$ cat config.mk
export PLATFORM = sky130hd
export DESIGN_NAME = ps2_key_tracker_flat
export DESIGN_NICKNAME = d
export VERILOG_FILES = /design/src/rtl/ps2_key_tracker_pkg.sv /design/src/rtl/ps2_key_tracker_if.sv /design/src/rtl/ps2_key_tracker_hex_to_seg7.sv /design/src/rtl/ps2_key_tracker.sv /design/src/flat_wrapper.sv
export SDC_FILE = /design/constraint.sdc
export NUM_CORES = 1
export LEC_CHECK = 0
export ABC_AREA = 1
export CORE_ASPECT_RATIO = 1.4
export CORE_MARGIN = 2
export CORE_UTILIZATION = 53
export CTS_CLUSTER_DIAMETER = 100
export DETAILED_ROUTE_END_ITERATION = 10
export PLACE_DENSITY = 0.81
export SLEW_MARGIN = 20
export SYNTH_ARGS = -nofsm -noshare
export SYNTH_HDL_FRONTEND = slang
export SYNTH_SLANG_ARGS = --single-unit
$ cat constraint.sdc
create_clock -name clk -period 3.3 [get_ports clk]
set_input_delay 0.33 -clock clk [delete_from_list [all_inputs] [get_ports clk]]
set_output_delay 0.33 -clock clk [all_outputs]
set_load 0.1 [all_outputs]
$ cat src/rtl/ps2_key_tracker_pkg.sv
// Shared scancode constants, FSM encoding and 7-seg patterns
// for the PS/2 key tracker.
package ps2_key_tracker_pkg;

    localparam logic [7:0] SC_BREAK = 8'hF0;
    localparam logic [7:0] SC_EXT   = 8'hE0;
    localparam logic [7:0] SC_ERR0  = 8'h00;
    localparam logic [7:0] SC_ERR1  = 8'hFF;

    localparam logic [6:0] SEG_BLANK = 7'h7F;

    typedef enum logic [1:0] {
        S_IDLE    = 2'd0,
        S_EXT     = 2'd1,
        S_BRK     = 2'd2,
        S_EXT_BRK = 2'd3
    } state_e;

    // Active-low {g,f,e,d,c,b,a}, segment a in bit 0
    function automatic logic [6:0] hex_seg7(input logic [3:0] h);
        logic [6:0] s;
        unique case (h)
            4'h0: s = 7'h40;
            4'h1: s = 7'h79;
            4'h2: s = 7'h24;
            4'h3: s = 7'h30;
            4'h4: s = 7'h19;
            4'h5: s = 7'h12;
            4'h6: s = 7'h02;
            4'h7: s = 7'h78;
            4'h8: s = 7'h00;
            4'h9: s = 7'h10;
            4'hA: s = 7'h08;
            4'hB: s = 7'h03;
            4'hC: s = 7'h46;
            4'hD: s = 7'h21;
            4'hE: s = 7'h06;
            default: s = 7'h0E;
        endcase
        return s;
    endfunction

endpackage

$ cat src/rtl/ps2_key_tracker_if.sv
// Receiver-side byte strobe plus tracker status/display outputs.
// The tracker is the slave; the receiver/board side is the master.
interface ps2_key_tracker_if #(
    parameter int EXT_EN     = 1,
    parameter int CNT_DIGITS = 2
);
    localparam int NCODE = 2 + 2 * EXT_EN;

    logic                      data_valid;
    logic [7:0]                data;
    logic                      key_down;
    logic [15:0]               cur_code;
    logic [4*CNT_DIGITS-1:0]   press_cnt;
    logic [7*NCODE-1:0]        hex_code;
    logic [7*CNT_DIGITS-1:0]   hex_cnt;

    modport master (
        output data_valid, data,
        input  key_down, cur_code, press_cnt, hex_code, hex_cnt
    );

    modport slave (
        input  data_valid, data,
        output key_down, cur_code, press_cnt, hex_code, hex_cnt
    );

endinterface

$ cat src/rtl/ps2_key_tracker_hex_to_seg7.sv
// One hex digit to active-low 7-segment pattern, with blanking.
// Purely combinational; display polarity is handled by the top.
import ps2_key_tracker_pkg::*;

module hex_to_seg7 (
    input  logic [3:0] hex_i,
    input  logic       blank_i,
    output logic [6:0] seg_o
);

    assign seg_o = blank_i ? SEG_BLANK : hex_seg7(hex_i);

endmodule

$ cat src/rtl/ps2_key_tracker.sv
// PS/2 make/break/E0 decoder with held-key tracking, BCD press
// counter and registered 7-seg drive for code and count.
import ps2_key_tracker_pkg::*;

module ps2_key_tracker #(
    parameter int EXT_EN      = 1,
    parameter int CNT_DIGITS  = 2,
    parameter int SEG_ACT_LOW = 1
) (
    input  logic            clk,
    input  logic            reset,
    ps2_key_tracker_if.slave bus
);

    localparam int NCODE = 2 + 2 * EXT_EN;
    localparam int CW    = 4 * CNT_DIGITS;
    localparam logic [6:0] POL = (SEG_ACT_LOW != 0) ? 7'h00 : 7'h7F;

    state_e             state_q, state_d;
    logic               key_down_q, key_down_d;
    logic [15:0]        cur_code_q, cur_code_d;
    logic [CW-1:0]      press_cnt_q, press_cnt_d;
    logic [7*NCODE-1:0] hex_code_q, hex_code_d;
    logic [7*CNT_DIGITS-1:0] hex_cnt_q, hex_cnt_d;

    logic [7*NCODE-1:0]      seg_code;
    logic [7*CNT_DIGITS-1:0] seg_cnt;

    logic is_ext, is_brk, is_err;

    assign is_ext = (bus.data == SC_EXT);
    assign is_brk = (bus.data == SC_BREAK);
    assign is_err = (bus.data == SC_ERR0) || (bus.data == SC_ERR1);

    always_comb begin : nxt
        logic        mk, bk, ext, hit, carry;
        logic [15:0] key;
        logic [3:0]  dig;
        state_d     = state_q;
        key_down_d  = key_down_q;
        cur_code_d  = cur_code_q;
        press_cnt_d = press_cnt_q;
        mk    = 1'b0;
        bk    = 1'b0;
        ext   = 1'b0;
        carry = 1'b1;
        dig   = 4'h0;
        if (bus.data_valid) begin
            if (is_err) begin
                state_d = S_IDLE;
            end else begin
                unique case (state_q)
                    S_IDLE: begin
                        unique case (1'b1)
                            is_ext:  state_d = (EXT_EN != 0) ? S_EXT : S_IDLE;
                            is_brk:  state_d = S_BRK;
                            default: mk = 1'b1;
                        endcase
                    end
                    S_EXT: begin
                        unique case (1'b1)
                            is_brk:  state_d = S_EXT_BRK;
                            is_ext:  state_d = S_EXT;
                            default: begin
                                mk      = 1'b1;
                                ext     = 1'b1;
                                state_d = S_IDLE;
                            end
                        endcase
                    end
                    S_BRK: begin
                        if (!(is_brk || is_ext)) begin
                            bk      = 1'b1;
                            state_d = S_IDLE;
                        end
                    end
                    default: begin
                        if (!(is_brk || is_ext)) begin
                            bk      = 1'b1;
                            ext     = 1'b1;
                            state_d = S_IDLE;
                        end
                    end
                endcase
            end
        end
        key = {ext ? SC_EXT : 8'h00, bus.data};
        hit = key_down_q && (key == cur_code_q);
        // A repeated make of the held key is typematic, not a new press
        if (mk && !hit) begin
            cur_code_d = key;
            key_down_d = 1'b1;
            for (int i = 0; i < CNT_DIGITS; i++) begin
                dig = press_cnt_q[4*i +: 4];
                if (carry) begin
                    if (dig == 4'd9) begin
                        press_cnt_d[4*i +: 4] = 4'd0;
                    end else begin
                        press_cnt_d[4*i +: 4] = dig + 4'd1;
                        carry = 1'b0;
                    end
                end
            end
        end
        if (bk && hit) begin
            key_down_d = 1'b0;
        end
    end

    for (genvar g = 0; g < NCODE; g++) begin : g_code
        hex_to_seg7 u_seg (
            .hex_i   (cur_code_d[4*g +: 4]),
            .blank_i (!key_down_d),
            .seg_o   (seg_code[7*g +: 7])
        );
        assign hex_code_d[7*g +: 7] = seg_code[7*g +: 7] ^ POL;
    end

    for (genvar g = 0; g < CNT_DIGITS; g++) begin : g_cnt
        hex_to_seg7 u_seg (
            .hex_i   (press_cnt_d[4*g +: 4]),
            .blank_i (1'b0),
            .seg_o   (seg_cnt[7*g +: 7])
        );
        assign hex_cnt_d[7*g +: 7] = seg_cnt[7*g +: 7] ^ POL;
    end

    always_ff @(posedge clk) begin
        if (reset) begin
            state_q     <= S_IDLE;
            key_down_q  <= 1'b0;
            cur_code_q  <= 16'h0000;
            press_cnt_q <= '0;
            hex_code_q  <= {NCODE{SEG_BLANK ^ POL}};
            hex_cnt_q   <= {CNT_DIGITS{hex_seg7(4'h0) ^ POL}};
        end else begin
            state_q     <= state_d;
            key_down_q  <= key_down_d;
            cur_code_q  <= cur_code_d;
            press_cnt_q <= press_cnt_d;
            hex_code_q  <= hex_code_d;
            hex_cnt_q   <= hex_cnt_d;
        end
    end

    assign bus.key_down  = key_down_q;
    assign bus.cur_code  = cur_code_q;
    assign bus.press_cnt = press_cnt_q;
    assign bus.hex_code  = hex_code_q;
    assign bus.hex_cnt   = hex_cnt_q;

endmodule

$ cat src/flat_wrapper.sv
// flat-port wrapper written by rule: the top's interface ports become plain ports
module ps2_key_tracker_flat 
#(
    parameter int EXT_EN      = 1,
    parameter int CNT_DIGITS  = 2,
    parameter int SEG_ACT_LOW = 1
)
  (clk, reset, bus_data_valid, bus_data, bus_key_down, bus_cur_code, bus_press_cnt, bus_hex_code, bus_hex_cnt);
  ps2_key_tracker_if #(.EXT_EN(EXT_EN), .CNT_DIGITS(CNT_DIGITS)) bus_i ();
  input  logic clk;
  input  logic reset;
  input wire logic [$bits(bus_i.data_valid)-1:0] bus_data_valid;
  input wire logic [$bits(bus_i.data)-1:0] bus_data;
  output wire logic [$bits(bus_i.key_down)-1:0] bus_key_down;
  output wire logic [$bits(bus_i.cur_code)-1:0] bus_cur_code;
  output wire logic [$bits(bus_i.press_cnt)-1:0] bus_press_cnt;
  output wire logic [$bits(bus_i.hex_code)-1:0] bus_hex_code;
  output wire logic [$bits(bus_i.hex_cnt)-1:0] bus_hex_cnt;
  assign bus_i.data_valid = bus_data_valid;
  assign bus_i.data = bus_data;
  assign bus_key_down = bus_i.key_down;
  assign bus_cur_code = bus_i.cur_code;
  assign bus_press_cnt = bus_i.press_cnt;
  assign bus_hex_code = bus_i.hex_code;
  assign bus_hex_cnt = bus_i.hex_cnt;
  ps2_key_tracker #(.EXT_EN(EXT_EN), .CNT_DIGITS(CNT_DIGITS), .SEG_ACT_LOW(SEG_ACT_LOW)) u_core (.clk(clk), .reset(reset), .bus(bus_i));
endmodule
==> metrics.txt, run 1 <==
# TYPE chip_impl_metric gauge
chip_impl_metric{name="worst-endpoint-required",unit="ps"} 3530
chip_impl_metric{name="netlist-cell-type-count",unit=""} 34
chip_impl_metric{name="final-max-slew-violation-count",unit=""} 0
chip_impl_metric{name="worst_pin_slew",unit="ps"} 987
chip_impl_metric{name="pleak",unit="nW"} 2.38
chip_impl_metric{name="row_count",unit=""} 37
chip_impl_metric{name="place_ws",unit="ps"} 95.8
chip_impl_metric{name="worst_hold_path.num_cells",unit=""} 2
chip_impl_metric{name="final_net_count",unit=""} 708
chip_impl_info{name="critical_path.slowest_cell",value="sky130_fd_sc_hd__clkdlybuf4s50_1"} 1
chip_impl_metric{name="grt_max_degree",unit=""} 28
chip_impl_metric{name="htree_num_levels",unit=""} 3
chip_impl_metric{name="synth-seq-cells",unit=""} 69
chip_impl_info{name="cpLargestDelayFamily",value="simple AND/OR/NAND/NOR gates"} 1
chip_impl_info{name="crit_path_end_kind",value="flip-flop"} 1
chip_impl_metric{name="gp_routability_congestion",unit=""} 0.922
chip_impl_metric{name="cts_setup_buffers",unit=""} 0
chip_impl_metric{name="setup_tns",unit="ps"} 0
chip_impl_metric{name="grt_overflow_total",unit=""} 0
chip_impl_metric{name="p_seq_share",unit="%"} 34.6
chip_impl_info{name="cts_root_buf",value="sky130_fd_sc_hd__clkbuf_8"} 1
chip_impl_info{name="hold_crit_path_type",value="flip-flop to flip-flop"} 1
chip_impl_metric{name="total_cts_buffers",unit=""} 9
chip_impl_metric{name="grt.total_usage",unit="%"} 24.6
chip_impl_metric{name="dieArea",unit="um2"} 8420
chip_impl_metric{name="worst-path-max-fanout",unit=""} 15
chip_impl_info{name="final_cell_mix",value="sky130_fd_sc_hd__nand2_1 (161), sky130_fd_sc_hd__clkdlybuf4s50_1 (77), sky130_fd_sc_hd__dfxtp_1 (69)"} 1
chip_impl_metric{name="hold_slack",unit="ps"} 520
chip_impl_metric{name="critPathBufInv",unit=""} 3
chip_impl_info{name="grt_setup_unrepaired",value="false"} 1
chip_impl_metric{name="maxClockFrequency",unit="MHz"} 346
chip_impl_metric{name="finalCriticalPeriod",unit="ps"} 2890
chip_impl_metric{name="synth.yosys.seq_area_share",unit="%"} 33.9
chip_impl_metric{name="drcViolationCount",unit=""} 0
chip_impl_metric{name="dr_vias_cell",unit=""} 5.28
chip_impl_metric{name="drv_cap",unit=""} 0
chip_impl_metric{name="drt-total-wl",unit="um"} 9950
chip_impl_info{name="cts_tree",value="yes"} 1
chip_impl_metric{name="die_h",unit="um"} 108
chip_impl_metric{name="data_arrival_at_the_endpoint_of_the_critical_path",unit="ps"} 3120
chip_impl_metric{name="crit_cells",unit=""} 16
chip_impl_metric{name="clock_power_share",unit="%"} 24.5
chip_impl_metric{name="post_cts_hold_buffer_count",unit=""} 0
chip_impl_metric{name="diodes",unit=""} 0
chip_impl_metric{name="synthDominantCellAreaShare",unit="%"} 33.9
chip_impl_metric{name="synth.net_count",unit=""} 623
chip_impl_metric{name="route.vias.total",unit=""} 4005
chip_impl_info{name="criticalPathCategory",value="primary input to flip-flop"} 1
chip_impl_metric{name="initial_utilization",unit="%"} 55.0
chip_impl_metric{name="syn2layout_area_growth",unit="%"} 26.0
chip_impl_metric{name="timing.final.ws_setup",unit="ps"} 408
chip_impl_metric{name="avgRoutedWirePerCell",unit="um"} 13.1
chip_impl_metric{name="finalSetupViolations",unit=""} 0
chip_impl_metric{name="wire_length_of_the_first_global_routing_pass",unit="um"} 16400
chip_impl_metric{name="syn_avg_cell_area",unit="um2"} 7.10
chip_impl_metric{name="insertion_delay",unit="ps"} 350
chip_impl_metric{name="clock_path_buffers",unit=""} 2
chip_impl_metric{name="portBuffers",unit=""} 77
chip_impl_metric{name="p_per_area",unit="nW/um2"} 531
chip_impl_metric{name="sw_frac_of_total",unit="%"} 43.1
chip_impl_metric{name="number_of_synthesized_flops_with_an_enable_pin",unit=""} 0
chip_impl_metric{name="cellInternalPower",unit="W"} 0.00155
chip_impl_metric{name="post_route_cells_drive_above_1_share",unit="%"} 10.6
chip_impl_metric{name="clock_pin_slew_worst_setup_and_hold_paths",unit="ps"} 70
chip_impl_metric{name="cp_slowest_stage_delay",unit="ps"} 610
chip_impl_info{name="synth.largest_area_cell",value="sky130_fd_sc_hd__dfxtp_1"} 1
chip_impl_metric{name="first_global_vias",unit=""} 3677
chip_impl_metric{name="ir_drop",unit="V"} 0.000339
chip_impl_metric{name="synth_cells",unit=""} 574
chip_impl_info{name="start_kind",value="primary input"} 1
chip_impl_info{name="status",value="complete, no violations"} 1
chip_impl_metric{name="post_synth_arst_share",unit="%"} 0
chip_impl_info{name="synth-main-ff-cell",value="sky130_fd_sc_hd__dfxtp_1"} 1
chip_impl_metric{name="total_switching_power",unit="W"} 0.00118
chip_impl_metric{name="dpl.hpwl",unit="um"} 7380
chip_impl_metric{name="yosys_warnings",unit=""} 0
chip_impl_metric{name="firstDrtPassIters",unit=""} 5
chip_impl_metric{name="antenna_found_initial",unit=""} 0
chip_impl_metric{name="syn-cell-area",unit="um2"} 4080
chip_impl_metric{name="die_x",unit="um"} 78.1
chip_impl_metric{name="cts_resized",unit=""} 0
chip_impl_metric{name="design_power_total",unit="W"} 0.00273
chip_impl_info{name="ys_top_cells_by_area",value="sky130_fd_sc_hd__dfxtp_1 (34%), sky130_fd_sc_hd__nand2_1 (15%), sky130_fd_sc_hd__ha_1 (12%)"} 1
chip_impl_metric{name="slew_headroom",unit="%"} 34.0
chip_impl_metric{name="worstRegToRegCells",unit=""} 15
chip_impl_metric{name="clock_tree_skew_after_final_layout",unit="ps"} 9.28
chip_impl_metric{name="coreArea",unit="um2"} 7410
chip_impl_info{name="critical_path.cell_chain",value="clkdlybuf4s50_1 -> nor2_2 -> nand2_1 -> o21ai_2 -> nor2_2 -> nand2_1 -> nor2_2 -> nand2_4 -> buf_4 -> o21ai_2 -> inv_1 -> ha_1 -> nand2_1 -> nor2_1 -> nor2_1 -> nand3_1"} 1
chip_impl_metric{name="timing_hold_violations_final",unit=""} 0
chip_impl_metric{name="tritoncts_num_sinks",unit=""} 69
chip_impl_metric{name="drt_first_iter_violations",unit=""} 199
chip_impl_metric{name="drt.antenna.violating_nets",unit=""} 0
chip_impl_metric{name="comb_power_share",unit="%"} 40.9
chip_impl_info{name="commonest_non_fill_non_tap_cell_in_the_layout",value="sky130_fd_sc_hd__nand2_1"} 1
chip_impl_metric{name="final_util",unit="%"} 69.4
chip_impl_metric{name="io_pins",unit=""} 78
chip_impl_metric{name="fin_crit_sh",unit="%"} 87.6
final cells by class:
| cell class | count | area, um2 |
|---|---|---|
| inverters | 68 | 258 |
| flip-flops and latches | 69 | 1380 |
| clock buffers | 11 | 151 |
| clock inverters | 2 | 35.0 |
| repair buffers | 85 | 831 |
| multi-input cells | 426 | 2360 |
| well taps | 97 | 121 |
| fillers | 617 | 2270 |
power groups by stage:
stage	registers (W)	logic (W)	clock network, W
finish	0.000943	0.00112	0.000669
global route	0.000950	0.00119	0.000713
CTS	0.000944	0.00111	0.000680
detailed placement	0.000963	0.00111	0
global placement	0.000961	0.00109	0
floorplan	0.00147	0.000355	0
metrics by stage:
stage	area, um2	std cells
floorplan	4080	574
finish	5140	758
global placement	4950	745
global route	5140	758
CTS	5140	758
detailed placement	4950	745
worst min-delay path: cells and delay by family (launching register included):
kind,cells,cell delay (ps)
AOI/OAI and AO/OA,1,60
buffers and inverters,1,90
DFF,1,330
sequential cells by signal, summed over array words and instances (netlist names):
signal	count
u_core.bus.hex_code	28
u_core.bus.cur_code	16
u_core.bus.hex_cnt	14
u_core.bus.press_cnt	8
u_core.state_q	2
u_core.bus.key_down	1
layer usage:
layer / GRT usage, % / wire length, um
met2: 45.3 / 5160
met5: 0 / 0
met3: 4.45 / 525
met1: 26.5 / 3950
met4: 12.4 / 318
path summary, 6_finish.rpt:
path                                from                     end  slack (ps)
setup / recovery             bus_data[2]  u_core.bus.hex_code[7]         410
hold / removal         u_core.state_q[1]       u_core.state_q[1]         520
setup reg to reg  u_core.bus.cur_code[8]  u_core.bus.hex_code[7]         640
hold reg to reg        u_core.state_q[1]       u_core.state_q[1]         520
cell usage after synthesis (3+ instances only):
cell type / n
sky130_fd_sc_hd__buf_6: 3
sky130_fd_sc_hd__o21ai_2: 13
sky130_fd_sc_hd__o211ai_1: 6
sky130_fd_sc_hd__nand2_4: 6
sky130_fd_sc_hd__o21ai_0: 25
sky130_fd_sc_hd__ha_1: 38
sky130_fd_sc_hd__clkbuf_1: 5
sky130_fd_sc_hd__a21oi_1: 9
sky130_fd_sc_hd__nor2_2: 7
sky130_fd_sc_hd__nand2_1: 161
sky130_fd_sc_hd__o21ai_1: 4
sky130_fd_sc_hd__o21ai_4: 3
sky130_fd_sc_hd__o22ai_1: 3
sky130_fd_sc_hd__inv_2: 7
sky130_fd_sc_hd__inv_1: 60
sky130_fd_sc_hd__dfxtp_1: 69
sky130_fd_sc_hd__nor3_1: 3
sky130_fd_sc_hd__xor2_1: 5
sky130_fd_sc_hd__nor2_1: 59
sky130_fd_sc_hd__nand4_1: 5
sky130_fd_sc_hd__nand3_1: 61
sky130_fd_sc_hd__nand2_2: 8
cell families after synthesis:
| group | Yosys count | synth area share (%) |
|---|---|---|
| AND/OR/NAND/NOR | 315 | 33.8 |
| AO/OA/AOI/OAI | 68 | 11.3 |
| XOR/XNOR | 5 | 1.07 |
| flip-flops | 69 | 33.9 |
| adder cells (fa/ha/maj) | 38 | 11.7 |
| buffers and inverters | 79 | 8.23 |
Power figures use the tool's default switching activity.
==> inputs of run 2 (changes only) <==
--- a/config.mk
+++ b/config.mk
@@ -8,10 +8,12 @@
 export ABC_AREA = 1
 export CORE_ASPECT_RATIO = 1.4
 export CORE_MARGIN = 2
-export CORE_UTILIZATION = 53
+export CORE_UTILIZATION = 54
+export CTS_BUF_LIST = sky130_fd_sc_hd__clkbuf_8
 export CTS_CLUSTER_DIAMETER = 100
 export DETAILED_ROUTE_END_ITERATION = 10
-export PLACE_DENSITY = 0.81
+export PLACE_DENSITY = 0.83
+export SKIP_LAST_GASP = 1
 export SLEW_MARGIN = 20
 export SYNTH_ARGS = -nofsm -noshare
 export SYNTH_HDL_FRONTEND = slang
==> metrics.txt, run 2 (synthesis results as in run 1) <==
# TYPE chip_impl_metric gauge
chip_impl_metric{name="grt_overflow_total",unit=""} 0
chip_impl_metric{name="worst-endpoint-required",unit="ps"} 3540
chip_impl_metric{name="htree_num_levels",unit=""} 3
chip_impl_metric{name="final_cell_count_no_fill",unit=""} 760
chip_impl_metric{name="syn2layout_area_growth",unit="%"} 27.9
chip_impl_info{name="cpLargestDelayFamily",value="buffers and inverters"} 1
chip_impl_metric{name="drv_cap",unit=""} 0
chip_impl_metric{name="finalCriticalPeriod",unit="ps"} 2920
chip_impl_metric{name="dr_vias_cell",unit=""} 5.27
chip_impl_info{name="cts_tree",value="yes"} 1
chip_impl_metric{name="wire_length_of_the_first_global_routing_pass",unit="um"} 16700
chip_impl_metric{name="worst-path-max-fanout",unit=""} 15
chip_impl_info{name="start_point_of_the_critical_path",value="bus_data[5]"} 1
chip_impl_metric{name="route.vias.total",unit=""} 4008
chip_impl_info{name="critPathCapture",value="u_core.bus.hex_code[3]"} 1
chip_impl_metric{name="die_x",unit="um"} 77.4
chip_impl_metric{name="reg2reg_slack",unit="ps"} 610
chip_impl_info{name="critical_path.cell_chain",value="clkdlybuf4s50_1 -> inv_1 -> nor2_2 -> nand3_2 -> nand3_1 -> o21bai_1 -> nand2_2 -> nand2_4 -> nand2_4 -> buf_4 -> nand2_1 -> o21ai_2 -> inv_1 -> ha_1 -> inv_1 -> nand2_1 -> nand3_1 -> nand3_1"} 1
chip_impl_info{name="crit_path_end_kind",value="flip-flop"} 1
chip_impl_metric{name="cp_slowest_stage_delay",unit="ps"} 620
chip_impl_metric{name="insertion_delay",unit="ps"} 350
chip_impl_metric{name="largest_reg_flops",unit=""} 28
chip_impl_info{name="cts_root_buf",value="sky130_fd_sc_hd__clkbuf_8"} 1
chip_impl_metric{name="post_cts_hold_buffer_count",unit=""} 0
chip_impl_metric{name="total_cts_buffers",unit=""} 9
chip_impl_metric{name="cts_resized",unit=""} 0
chip_impl_info{name="commonest_non_fill_non_tap_cell_in_the_layout",value="sky130_fd_sc_hd__nand2_1"} 1
chip_impl_info{name="final_cell_mix",value="sky130_fd_sc_hd__nand2_1 (161), sky130_fd_sc_hd__clkdlybuf4s50_1 (77), sky130_fd_sc_hd__dfxtp_1 (69)"} 1
chip_impl_metric{name="ir_drop",unit="V"} 0.000318
chip_impl_info{name="reg2reg_to",value="u_core.bus.hex_code[3]"} 1
chip_impl_metric{name="p_seq_share",unit="%"} 31.7
chip_impl_metric{name="diodes",unit=""} 0
chip_impl_metric{name="critPathBufInv",unit=""} 5
chip_impl_metric{name="finalSetupViolations",unit=""} 0
chip_impl_metric{name="fin_crit_sh",unit="%"} 88.6
chip_impl_metric{name="sw_frac_of_total",unit="%"} 40.4
chip_impl_metric{name="first_global_vias",unit=""} 3918
chip_impl_metric{name="grt_max_degree",unit=""} 28
chip_impl_info{name="hold_crit_path_type",value="flip-flop to flip-flop"} 1
chip_impl_metric{name="final-max-slew-violation-count",unit=""} 0
chip_impl_metric{name="drt.antenna.violating_nets",unit=""} 0
chip_impl_metric{name="cellInternalPower",unit="W"} 0.00177
chip_impl_metric{name="drcViolationCount",unit=""} 0
chip_impl_info{name="status",value="complete, no violations"} 1
chip_impl_metric{name="gp_routability_congestion",unit=""} 0.936
chip_impl_metric{name="dieArea",unit="um2"} 8270
chip_impl_metric{name="timing_hold_violations_final",unit=""} 0
chip_impl_metric{name="maxClockFrequency",unit="MHz"} 342
chip_impl_metric{name="drt_first_iter_violations",unit=""} 196
chip_impl_metric{name="fin_area",unit="um2"} 5220
chip_impl_metric{name="clock_tree_skew_after_final_layout",unit="ps"} 8.41
chip_impl_metric{name="avgRoutedWirePerCell",unit="um"} 12.9
chip_impl_metric{name="worst_pin_slew",unit="ps"} 980
chip_impl_metric{name="coreArea",unit="um2"} 7310
chip_impl_metric{name="cts_setup_buffers",unit=""} 0
chip_impl_metric{name="post-place-cells",unit=""} 744
chip_impl_metric{name="portBuffers",unit=""} 77
chip_impl_metric{name="tritoncts_num_sinks",unit=""} 69
chip_impl_metric{name="worst_hold_path.num_cells",unit=""} 2
chip_impl_metric{name="row_count",unit=""} 37
chip_impl_metric{name="setup_tns",unit="ps"} 0
chip_impl_metric{name="grt.total_usage",unit="%"} 24.7
chip_impl_metric{name="antenna_found_initial",unit=""} 0
chip_impl_info{name="start_kind",value="primary input"} 1
chip_impl_metric{name="worstRegToRegCells",unit=""} 15
chip_impl_metric{name="drt-total-wl",unit="um"} 9810
chip_impl_metric{name="initial_utilization",unit="%"} 55.7
chip_impl_metric{name="total_switching_power",unit="W"} 0.00120
chip_impl_metric{name="timing.final.ws_setup",unit="ps"} 378
chip_impl_metric{name="dpl.hpwl",unit="um"} 7430
chip_impl_metric{name="die_h",unit="um"} 107
chip_impl_metric{name="clock_path_buffers",unit=""} 2
chip_impl_metric{name="io_pins",unit=""} 78
chip_impl_metric{name="firstDrtPassIters",unit=""} 5
chip_impl_info{name="worstReg2RegStart",value="u_core.bus.cur_code[8]"} 1
chip_impl_metric{name="comb_power_share",unit="%"} 37.4
chip_impl_metric{name="data_arrival_at_the_endpoint_of_the_critical_path",unit="ps"} 3160
chip_impl_metric{name="pleak",unit="nW"} 2.41
chip_impl_metric{name="p_per_area",unit="nW/um2"} 571
chip_impl_metric{name="clock_pin_slew_worst_setup_and_hold_paths",unit="ps"} 70
chip_impl_info{name="holdCritStartpoint",value="u_core.state_q[0]"} 1
chip_impl_info{name="criticalPathCategory",value="primary input to flip-flop"} 1
chip_impl_metric{name="place_ws",unit="ps"} 81.6
chip_impl_info{name="critical_path.slowest_cell",value="sky130_fd_sc_hd__clkdlybuf4s50_1"} 1
chip_impl_metric{name="placement.cell_area",unit="um2"} 4940
chip_impl_metric{name="clock_power_share",unit="%"} 30.9
chip_impl_metric{name="post_route_cells_drive_above_1_share",unit="%"} 10.9
chip_impl_metric{name="slew_headroom",unit="%"} 34.5
chip_impl_metric{name="final_net_count",unit=""} 707
chip_impl_metric{name="final_util",unit="%"} 71.3
chip_impl_info{name="grt_setup_unrepaired",value="false"} 1
chip_impl_metric{name="crit_cells",unit=""} 18
## run 2: tightest hold or removal path, cell delays in order (launching register included)
cell and delay, ps:
sky130_fd_sc_hd__dfxtp_1 330, sky130_fd_sc_hd__inv_1 70, sky130_fd_sc_hd__a211oi_1 70
## run 2: worst min-delay path by stage
stage	endpoint
2_1_floorplan	u_core.state_q[0]
3_3_place_gp	u_core.state_q[1]
3_5_place_dp	u_core.state_q[0]
4_1_cts	u_core.state_q[0]
5_1_grt	u_core.state_q[0]
6_report	u_core.state_q[0]
## run 2: cell type report
cell class / count / area (um2)
inverter: 68 / 258
multi-input combinational: 426 / 2360
tap: 97 / 121
timing repair buffer: 84 / 823
sequential: 69 / 1380
clock inverter: 6 / 134
clock buffer: 10 / 138
fill: 626 / 2100
## run 2: per-stage QoR
stage	hold slack [ps]	power (W)
6_report	509	0.00298
5_1_grt	546	0.00310
4_1_cts	508	0.00299
3_5_place_dp	497	0.00207
3_3_place_gp	497	0.00205
2_1_floorplan	468	0.00183
## run 2: power groups by stage
| stage | registers, W | logic [W] | clock network (W) |
|---|---|---|---|
| CTS | 0.000943 | 0.00111 | 0.000931 |
| finish | 0.000942 | 0.00111 | 0.000920 |
| global placement | 0.000961 | 0.00109 | 0 |
| global route | 0.000950 | 0.00118 | 0.000967 |
| floorplan | 0.00147 | 0.000355 | 0 |
| detailed placement | 0.000963 | 0.00111 | 0 |
## run 2: metal layers
metal  vias up  part of all wire [%]  global-route usage, %
met5         -                     0                      0
met4         0                   3.0                   13.5
met3        22                   4.9                   4.63
met2       130                    54                   45.8
met1      1859                    39                   25.9
li1       1997                     -                      -
